===== src/rtl/frame_config_mem_shadow.sv =====
// Tile configuration memory with a shadow frame store, per-frame parity and dirty tracking,
// atomic commit into the active store, and registered readback of either store.
module frame_config_mem_shadow #(
    parameter int MaxFramesPerCol  = 20,
    parameter int FrameBitsPerRow  = 32,
    parameter int NoConfigBits     = MaxFramesPerCol * FrameBitsPerRow,
    parameter bit RequireAllFrames = 1'b0,
    localparam int FW = (MaxFramesPerCol > 1) ? $clog2(MaxFramesPerCol) : 1
) (
    input  logic                       CLK,
    input  logic                       RST,
    input  logic [FrameBitsPerRow-1:0] FrameData,
    input  logic [MaxFramesPerCol-1:0] FrameStrobe,
    input  logic                       FrameParity,
    input  logic                       Commit,
    input  logic                       ClearErr,
    input  logic [FW-1:0]              RbSel,
    input  logic                       RbSrc,
    output logic [FrameBitsPerRow-1:0] RbData,
    output logic [NoConfigBits-1:0]    ConfigBits,
    output logic [NoConfigBits-1:0]    ConfigBits_N,
    output logic [MaxFramesPerCol-1:0] Dirty,
    output logic                       Busy,
    output logic                       Error,
    output logic [1:0]                 ErrCode,
    output logic [FW-1:0]              ErrFrame,
    output logic                       CommitDone
);

    localparam int TotalBits = MaxFramesPerCol * FrameBitsPerRow;

    typedef enum logic [1:0] {
        ST_IDLE   = 2'd0,
        ST_LOADED = 2'd1,
        ST_ERROR  = 2'd2
    } state_t;

    typedef enum logic [1:0] {
        ERR_NONE       = 2'd0,
        ERR_PARITY     = 2'd1,
        ERR_MULTI_HOT  = 2'd2,
        ERR_INCOMPLETE = 2'd3
    } err_code_t;

    state_t state, state_next;

    logic [MaxFramesPerCol-1:0][FrameBitsPerRow-1:0] shadow;
    logic [MaxFramesPerCol-1:0][FrameBitsPerRow-1:0] active;
    logic [TotalBits-1:0]                            active_flat;

    logic [MaxFramesPerCol-1:0] dirty, dirty_next;
    err_code_t                  err_code, err_code_next;
    logic [FW-1:0]              err_frame, err_frame_next;
    logic                       commit_done, commit_done_next;
    logic [FrameBitsPerRow-1:0] rb_data, rb_next;

    logic          in_error;
    logic          strobe_any;
    logic          strobe_onehot;
    logic          parity_ok;
    logic [FW-1:0] frame_idx;
    logic          wr_en;
    logic          wr_par_err;
    logic          wr_multi_err;
    logic          commit_req;
    logic          commit_incomplete;
    logic          commit_copy;

    // ------------------------------------------------------------------
    // Write/commit decode
    // ------------------------------------------------------------------
    assign in_error      = (state == ST_ERROR);
    assign strobe_any    = |FrameStrobe;
    assign strobe_onehot = strobe_any && ((FrameStrobe & (FrameStrobe - 1'b1)) == '0);
    assign parity_ok     = ~(^{FrameData, FrameParity});

    // NOTE: every variable written in always_comb gets a default first so no latch is inferred.
    always_comb begin
        frame_idx = '0;
        for (int f = 0; f < MaxFramesPerCol; f++) begin
            if (FrameStrobe[f]) frame_idx = FW'(f);
        end
    end

    assign wr_en        = !in_error && strobe_onehot && parity_ok;
    assign wr_par_err   = !in_error && strobe_onehot && !parity_ok;
    assign wr_multi_err = !in_error && strobe_any && !strobe_onehot;

    // A write error in the same cycle suppresses the commit.
    assign commit_req        = !in_error && Commit && !wr_par_err && !wr_multi_err;
    assign commit_incomplete = commit_req && (state == ST_LOADED) && RequireAllFrames && !(&dirty);
    assign commit_copy       = commit_req && (state == ST_LOADED) && !commit_incomplete;

    // ------------------------------------------------------------------
    // Next-state, dirty and error bookkeeping
    // ------------------------------------------------------------------
    always_comb begin
        state_next       = state;
        dirty_next       = dirty;
        err_code_next    = err_code;
        err_frame_next   = err_frame;
        commit_done_next = 1'b0;

        if (in_error) begin
            if (ClearErr) begin
                err_code_next  = ERR_NONE;
                err_frame_next = '0;
                state_next     = (dirty != '0) ? ST_LOADED : ST_IDLE;
            end
        end else if (wr_par_err) begin
            err_code_next  = ERR_PARITY;
            err_frame_next = frame_idx;
            state_next     = ST_ERROR;
        end else if (wr_multi_err) begin
            err_code_next  = ERR_MULTI_HOT;
            err_frame_next = '0;
            state_next     = ST_ERROR;
        end else if (commit_incomplete) begin
            err_code_next  = ERR_INCOMPLETE;
            err_frame_next = '0;
            state_next     = ST_ERROR;
        end else begin
            // Commit clears dirty first so a simultaneous write stays dirty.
            if (commit_copy) dirty_next = '0;
            if (wr_en) dirty_next[frame_idx] = 1'b1;
            commit_done_next = commit_req;
            state_next       = (dirty_next != '0) ? ST_LOADED : ST_IDLE;
        end
    end

    // NOTE: sequential state uses non-blocking assignments so every register samples pre-edge values.
    always_ff @(posedge CLK or posedge RST) begin
        if (RST) begin
            state       <= ST_IDLE;
            dirty       <= '0;
            err_code    <= ERR_NONE;
            err_frame   <= '0;
            commit_done <= 1'b0;
        end else begin
            state       <= state_next;
            dirty       <= dirty_next;
            err_code    <= err_code_next;
            err_frame   <= err_frame_next;
            commit_done <= commit_done_next;
        end
    end

    // ------------------------------------------------------------------
    // Frame stores
    // ------------------------------------------------------------------
    // NOTE: both stores are flip-flops with a reset because live config bits must be
    // known-zero out of reset; this is register storage, not an inferable RAM.
    always_ff @(posedge CLK or posedge RST) begin
        if (RST) begin
            shadow <= '0;
        end else if (wr_en) begin
            shadow[frame_idx] <= FrameData;
        end
    end

    // The commit copies the pre-write shadow because both blocks sample it before the edge.
    always_ff @(posedge CLK or posedge RST) begin
        if (RST) begin
            active <= '0;
        end else if (commit_copy) begin
            active <= shadow;
        end
    end

    // ------------------------------------------------------------------
    // Readback
    // ------------------------------------------------------------------
    always_comb begin
        rb_next = '0;
        if (int'(RbSel) < MaxFramesPerCol) begin
            rb_next = RbSrc ? shadow[RbSel] : active[RbSel];
        end
    end

    always_ff @(posedge CLK or posedge RST) begin
        if (RST) begin
            rb_data <= '0;
        end else begin
            rb_data <= rb_next;
        end
    end

    // ------------------------------------------------------------------
    // Outputs
    // ------------------------------------------------------------------
    assign active_flat  = active;
    assign ConfigBits   = active_flat[NoConfigBits-1:0];
    assign ConfigBits_N = ~ConfigBits;
    assign Dirty        = dirty;
    assign Busy         = in_error;
    assign Error        = in_error;
    assign ErrCode      = err_code;
    assign ErrFrame     = err_frame;
    assign CommitDone   = commit_done;
    assign RbData       = rb_data;

endmodule


===== config.mk =====
export PLATFORM = sky130hd
export DESIGN_NAME = frame_config_mem_shadow
export DESIGN_NICKNAME = d
export VERILOG_FILES = /design/src/rtl/frame_config_mem_shadow.sv
export SDC_FILE = /design/constraint.sdc
export NUM_CORES = 2
export LEC_CHECK = 0
export ABC_AREA = 1
export CAP_MARGIN = 20
export CORE_AREA = 2 2 551 553
export CTS_BUF_LIST = sky130_fd_sc_hd__clkbuf_4 sky130_fd_sc_hd__clkbuf_8
export DETAILED_ROUTE_END_ITERATION = 6
export DIE_AREA = 0 0 553 555
export GPL_TIMING_DRIVEN = 0
export MAX_ROUTING_LAYER = met4
export SLEW_MARGIN = 20
export SYNTH_ARGS = -nofsm -noshare
export SYNTH_HDL_FRONTEND = slang
export SYNTH_SLANG_ARGS = --single-unit

===== constraint.sdc =====
create_clock -name CLK -period 124.2 [get_ports CLK]
set_input_delay 12.42 -clock CLK [delete_from_list [all_inputs] [get_ports CLK]]
set_output_delay 12.42 -clock CLK [all_outputs]
set_load 0.005 [all_outputs]

* Yosys cells after proc, flatten, opt, wreduce, memory -nomap -nowiden
Cells that the tools add are included.
** Storage, ports and cells
- Bits of input ports :: 63
- Logic and storage cells :: 139
- Bits in registers :: 1342
- Output and inout port bits :: 1342
** Cells by class
- Order comparisons :: 4
- Multiplexer cells :: 55
- Eq/ne operators :: 3
- Add/subtract/negate cells :: 1
- Reduce and logical (&&, ||, !) cells :: 23
- Bitwise gates (word level) :: 7
** Operators by type and width (number)
- $bwmux 640 :: 1
- $not 640->640 :: 1
- $bmux 32 s5 :: 2
- $demux 32 s5 :: 1
- $mux 20 :: 8
- $mux 32 :: 5
- $mux 5 :: 19
- $reduce_bool 20->1 :: 2
- $reduce_xor 33->1 :: 1
- $and 20x20->20 :: 1
- $logic_not 20->1 :: 1
- $mux 2 :: 10
- $or 20x20->20 :: 1
- $reduce_or 20->1 :: 1
- $sub 20x1->20 const B :: 1
- $lt 5x6->1 const B :: 2
- $logic_and 1x1->1 :: 11
- $mux 1 :: 7
- $demux 1 s5 :: 1
- $ge 5x1->1 const B :: 1
- $lt 5x5->1 const B :: 1
- $logic_not 1->1 :: 4
- $not 1->1 :: 4
- $mux 3 :: 1
- other kinds (6) :: 6

* Longest topological paths before layout
- Word-level depth :: 33
- Depth in mapped cells :: 28
- Mapped depth without buffers :: 27

* Worst setup path before layout
Ideal clock, no wire load.
- Kind :: input to register
- From :: input FrameStrobe[11]
- To :: register state[0]
- Slack :: 109719 ps
- Required time :: 124080 ps
- Path buffers :: 1
- Arrival :: 14361 ps
- Stages on the path :: 21
- Library setup time :: 120 ps
- Path through :: nor2_1 > nand2_2 > nor2_8 > nand3_1 > nand2_1 > nand2_1 > nor2_1 > nand4_2 > nand3_1 > nand4_2 > buf_6 > nand2_1 > inv_2 > nor2_1 > nand2_1 > nor2_1 > nand2_1 > nor2_1 > nand2_1 > nand3_1 > nor2_1
** On the way
- Cells in the longest elaborated chain, start to end :: 24
- Elaborated cells between the ends (all ways) :: 44
- Classes of those cells :: add/sub (1); order compare (2); mux (23); bitwise (2); reduce/logical (16)
** Ends and longest elaborated chain
- start: declaration :: RTL line 13 : input logic [MaxFramesPerCol-1:0] FrameStrobe,
- $sub 20x1->20 :: RTL line 74 : assign strobe_onehot = strobe_any && ((FrameStrobe & (FrameStrobe - 1'b1)) == '0);
- $and 20x20->20 :: RTL line 74
- $logic_not 20->1 :: RTL line 74
- $logic_and 1x1->1 :: RTL line 74
- $logic_and 1x1->1 :: RTL line 85, 86
- $logic_and 1x1->1 :: RTL line 86 : assign wr_par_err = !in_error && strobe_onehot && !parity_ok;
- $logic_not 1->1 :: RTL line 90 : assign commit_req = !in_error && Commit && !wr_par_err && !wr_multi_err;
- $logic_and 1x1->1 (2 in a row) :: RTL line 90
- [... 7 more ...]
- $mux 20 :: RTL line 114 : end else if (wr_multi_err) begin
- $mux 20 :: RTL line 110 : end else if (wr_par_err) begin
- $mux 20 :: RTL line 104 : if (in_error) begin
- $reduce_bool 20->1 :: RTL line 127 : state_next = (dirty_next != '0) ? ST_LOADED : ST_IDLE;
- $mux 1 :: RTL line 127
- $mux 2 :: RTL line 114
- $mux 2 (*) :: RTL line 110
- $mux 2 (*) :: RTL line 104
- end signal: assignment :: RTL line 140 : state <= state_next;
- end: declaration :: RTL line 45 : state_t state, state_next;
Every way passes the cells marked *; elsewhere a longest branch is shown, timed or not. The select of a mux whose other input is x is not followed.
A chain may end at the register's enable or synchronous reset.

* Worst setup path in the final report
- From :: input RbSel[0]
- To :: register rb_data[30], in the netlist RbData[30]
** On the way
- Cells in the longest elaborated chain, start to end :: 4
- Elaborated cells between the ends (all ways) :: 7
- Classes of those cells :: order compare (1); mux (6)
** Ends and longest elaborated chain
- start: declaration :: RTL line 17 : input logic [FW-1:0] RbSel,
- $bmux 32 s5 :: RTL line 176 : rb_next = RbSrc ? shadow[RbSel] : active[RbSel];
- $mux 32 (implied by the code) :: RTL line 176
- $mux 32 :: RTL line 176
- $mux 32 (*) :: RTL line 175 : if (int'(RbSel) < MaxFramesPerCol) begin
- via rb_next[30] :: RTL line 55 : logic [FrameBitsPerRow-1:0] rb_data, rb_next;
- end signal: assignment :: RTL line 184 : rb_data <= rb_next;
- end: declaration :: RTL line 55
The timed path passes the listed nets; every way through them passes the cells marked *. The select of a mux whose other input is x is not followed.

==> flow_summary.ini <==
[timing]
fin_crit_sh = 0.1433
worst_pin_slew_ns = 1.336
whs_ns = 0.4868
setup_violations = 0
finalWorstSetupSlack_ns = 106.40
skew_ns = 0.05037
hold_viol_final = 0
tns_ns = 0
rsz0062_at_grt = false
slew_viol_final = 0
fin_crit_ns = 17.80
fmax_mhz = 56.18
relSlewSlack = 0.1092

[global_route]
grtUsageTotal = 0.3730
grt_pass1_wl_mm = 721.8
grt_pass1_vias = 66630
grt_start_max_net_pins = 102
antenna_found_initial = 128
overflow = 0

[drt]
via_per_inst = 5.224
route.detailed.drc = 0
firstDrtPassIters = 6
routed_wl_mm = 576.2
wl_per_cell_um = 41.80
drtIter0Drc = 11240
ant_nets = 0
vias = 72020

[cells_and_area]
areaGrowthSynthToFinish_pct = 42.66
nNetsFinal = 9612
nFillCells = 32430
drive_gt1_frac = 0.09022
post-route-util = 0.2963
fin_cells = 13790

[die]
io_pins = 1405
start_util = 0.2077
die_width_um = 553
die_area_mm2 = 0.3069
die_h_um = 555
core_area_mm2 = 0.3013
std_cell_rows = 202

[cts]
numCtsBuffers = 269
ctsResizeCount = 0
cts-root-buf = clkbuf_8
clockBufferDepth = 4
hold_buffers = 0
cts_tree = yes
clock_latency_ns = 1.00
cts.reportedPaths.clkPinSlew_ns = 0.06
cts.sinks = 1342
cts_setup_buffers = 0
h-tree-depth = 5

[critical_path]
r2r-end = ConfigBits[222]
arrival_ns = 18.58
cp-end-kind = register
cp.required_ns = 124.99
crit_family = buffers and inverters
r2r-start = state[0]
path_cells = buf_2 -> clkbuf_2 -> buf_2 -> clkbuf_1 -> clkbuf_2 -> o21ai_0 -> a21oi_1 -> a311oi_1 -> o221a_2 -> nor3_1
rrSetupSlack_ns = 120.01
worstPathBufferInverterCount = 5
startpoint_type = primary input
path_max_fanout = 10
rr_worst_depth = 11
crit_type = in2reg
max_stage_delay_ns = 0.96
crit_slowest_cell = a21oi_1

[synth]
synthSimpleGateAreaFrac = 0.1336
async_flop_share = 1.000
synth_area_leaders = dfrtp_1, o21ai_0, nand2_1
synth-edff-count = 0
ys.flop_type = dfrtp_1
synth_seq_cells = 1342
synth_area_mm2 = 0.06257
yosysSeqAreaShare = 0.5367
synth_compound_area_frac = 0.2239
synth_xor_area_frac = 0.002660
ys_top_cells_by_count = o21ai_0, nand2_1, dfrtp_1, inv_1, a21oi_1
synth_area_per_cell_um2 = 8.018
synth.top_cell.area_share = 0.5367
synthCells = 7803
synth_top_family_by_area = compound AO/OA/AOI/OAI gates
syn_nets = 7866
yosys.cell_count.top_type = o21ai_0
synth.area.mux_share = 0
yosysTopAreaCell = dfrtp_1
netlist-cell-type-count = 42
synth_fa_ha_area_frac = 0
synth-warning-count = 0

[power]
power_density_mw_per_mm2 = 11.72
intPower_w = 0.0007286
p_leak_nw = 39.13
comb_power_share = 0.114
power.net_switching_w = 0.0003171
switching_share = 0.3032
irDropWorstVdd_v = 0.000008202
p_clk_frac = 0.466
seqPwrFrac = 0.420

[placement]
place_ws_ns = 105.63
gp_congestion = 1.071
portBuffers = 1402
dp_hpwl_mm = 475.5
dp.cells = 13260

[run]
cap_violations = 0

[run_status]
status = finished clean

[min_path]
hold_class = reg2reg
hold_end = ErrCode[0]
whs_path_depth = 2
holdCritStartpoint = ErrCode[0]
[area by class of cell]
cell class | count | area (um2) | area share
Antenna cell | 87 | 217.7 | 0.002439
Buffer | 606 | 2592 | 0.02904
Clock buffer | 396 | 4987 | 0.05587
Clock inverter | 47 | 425.4 | 0.004766
Inverter | 1063 | 4000 | 0.04481
Multi-Input combinational cell | 4792 | 22760 | 0.2549
Sequential cell | 1342 | 33580 | 0.3762
Tap cell | 3978 | 4977 | 0.05576
Timing Repair Buffer | 1475 | 15720 | 0.1762
[tightest hold or removal path: stages (launching register included)]
cell,delay [ns]
dfrtp_1,0.35
nand2_1,0.06
nand2_1,0.05
[per-layer routing]
metal  track usage  share of wire
met1        0.4312           0.37
met3        0.1558           0.13
met4        0.2457          0.079
met2        0.5259           0.42
met5             -              0
[worst max-delay path by stage]
stage | start | endpoint | slack (ns) | depth (start not counted)
after floorplan | RST | CommitDone | 73.95 | 1
after global placement | RST | ConfigBits[104] | 55.10 | 2
after detailed placement | FrameStrobe[17] | ConfigBits[222] | 105.63 | 16
after CTS | FrameStrobe[17] | ConfigBits[222] | 106.67 | 16
after global routing | FrameStrobe[17] | ConfigBits[222] | 106.70 | 16
final | RbSel[0] | RbData[30] | 106.40 | 10
[cell families after synthesis]
| family | after synthesis |
|---|---|
| xor gates and xnor gates | 19 |
| and+or+nand+nor | 2111 |
| AOI/OAI and AO/OA | 2662 |
| buffers and inverters | 1669 |
| DFF | 1342 |
[placed cells by master, fill, tap and decap left out, types with 33 or more instances in the layout]
cell type / instances
o21ai_0: 1754
nand2_1: 1473
clkdlybuf4s50_1: 1402
dfrtp_1: 1342
inv_1: 1046
a21oi_1: 588
nor2_1: 392
clkbuf_1: 338
clkbuf_8: 322
nand3_1: 175
buf_2: 140
clkbuf_2: 102
o21ai_1: 98
diode_2: 87
clkbuf_4: 74
buf_16: 48
a221oi_1: 34
o211ai_1: 33
[metrics by stage]
step | area [um2] | power [W]
6_report | 89260 | 0.001046
4_1_cts | 89010 | 0.001038
2_1_floorplan | 62570 | 0.0004872
5_1_grt | 89160 | 0.001063
3_3_place_gp | 81580 | 0.0005545
3_5_place_dp | 83600 | 0.0005603
[power by group through the flow]
| stage | sequential, W | combinational [W] | clock, W |
|---|---|---|---|
| after floorplan | 0.000448 | 0.0000388 | 0 |
| after global placement | 0.000449 | 0.000105 | 0 |
| after detailed placement | 0.000447 | 0.000113 | 0 |
| after CTS | 0.000440 | 0.000113 | 0.000485 |
| after global routing | 0.000439 | 0.000118 | 0.000505 |
| final | 0.000440 | 0.000119 | 0.000487 |
[state kept, by name, summed over array words and instances, names as in the netlist]
signal      flops
CommitDone      1
shadow        640
state           2
ErrFrame        5
ErrCode         2
Dirty          20
RbData         32
ConfigBits    640
Power figures use the tool's default switching activity.
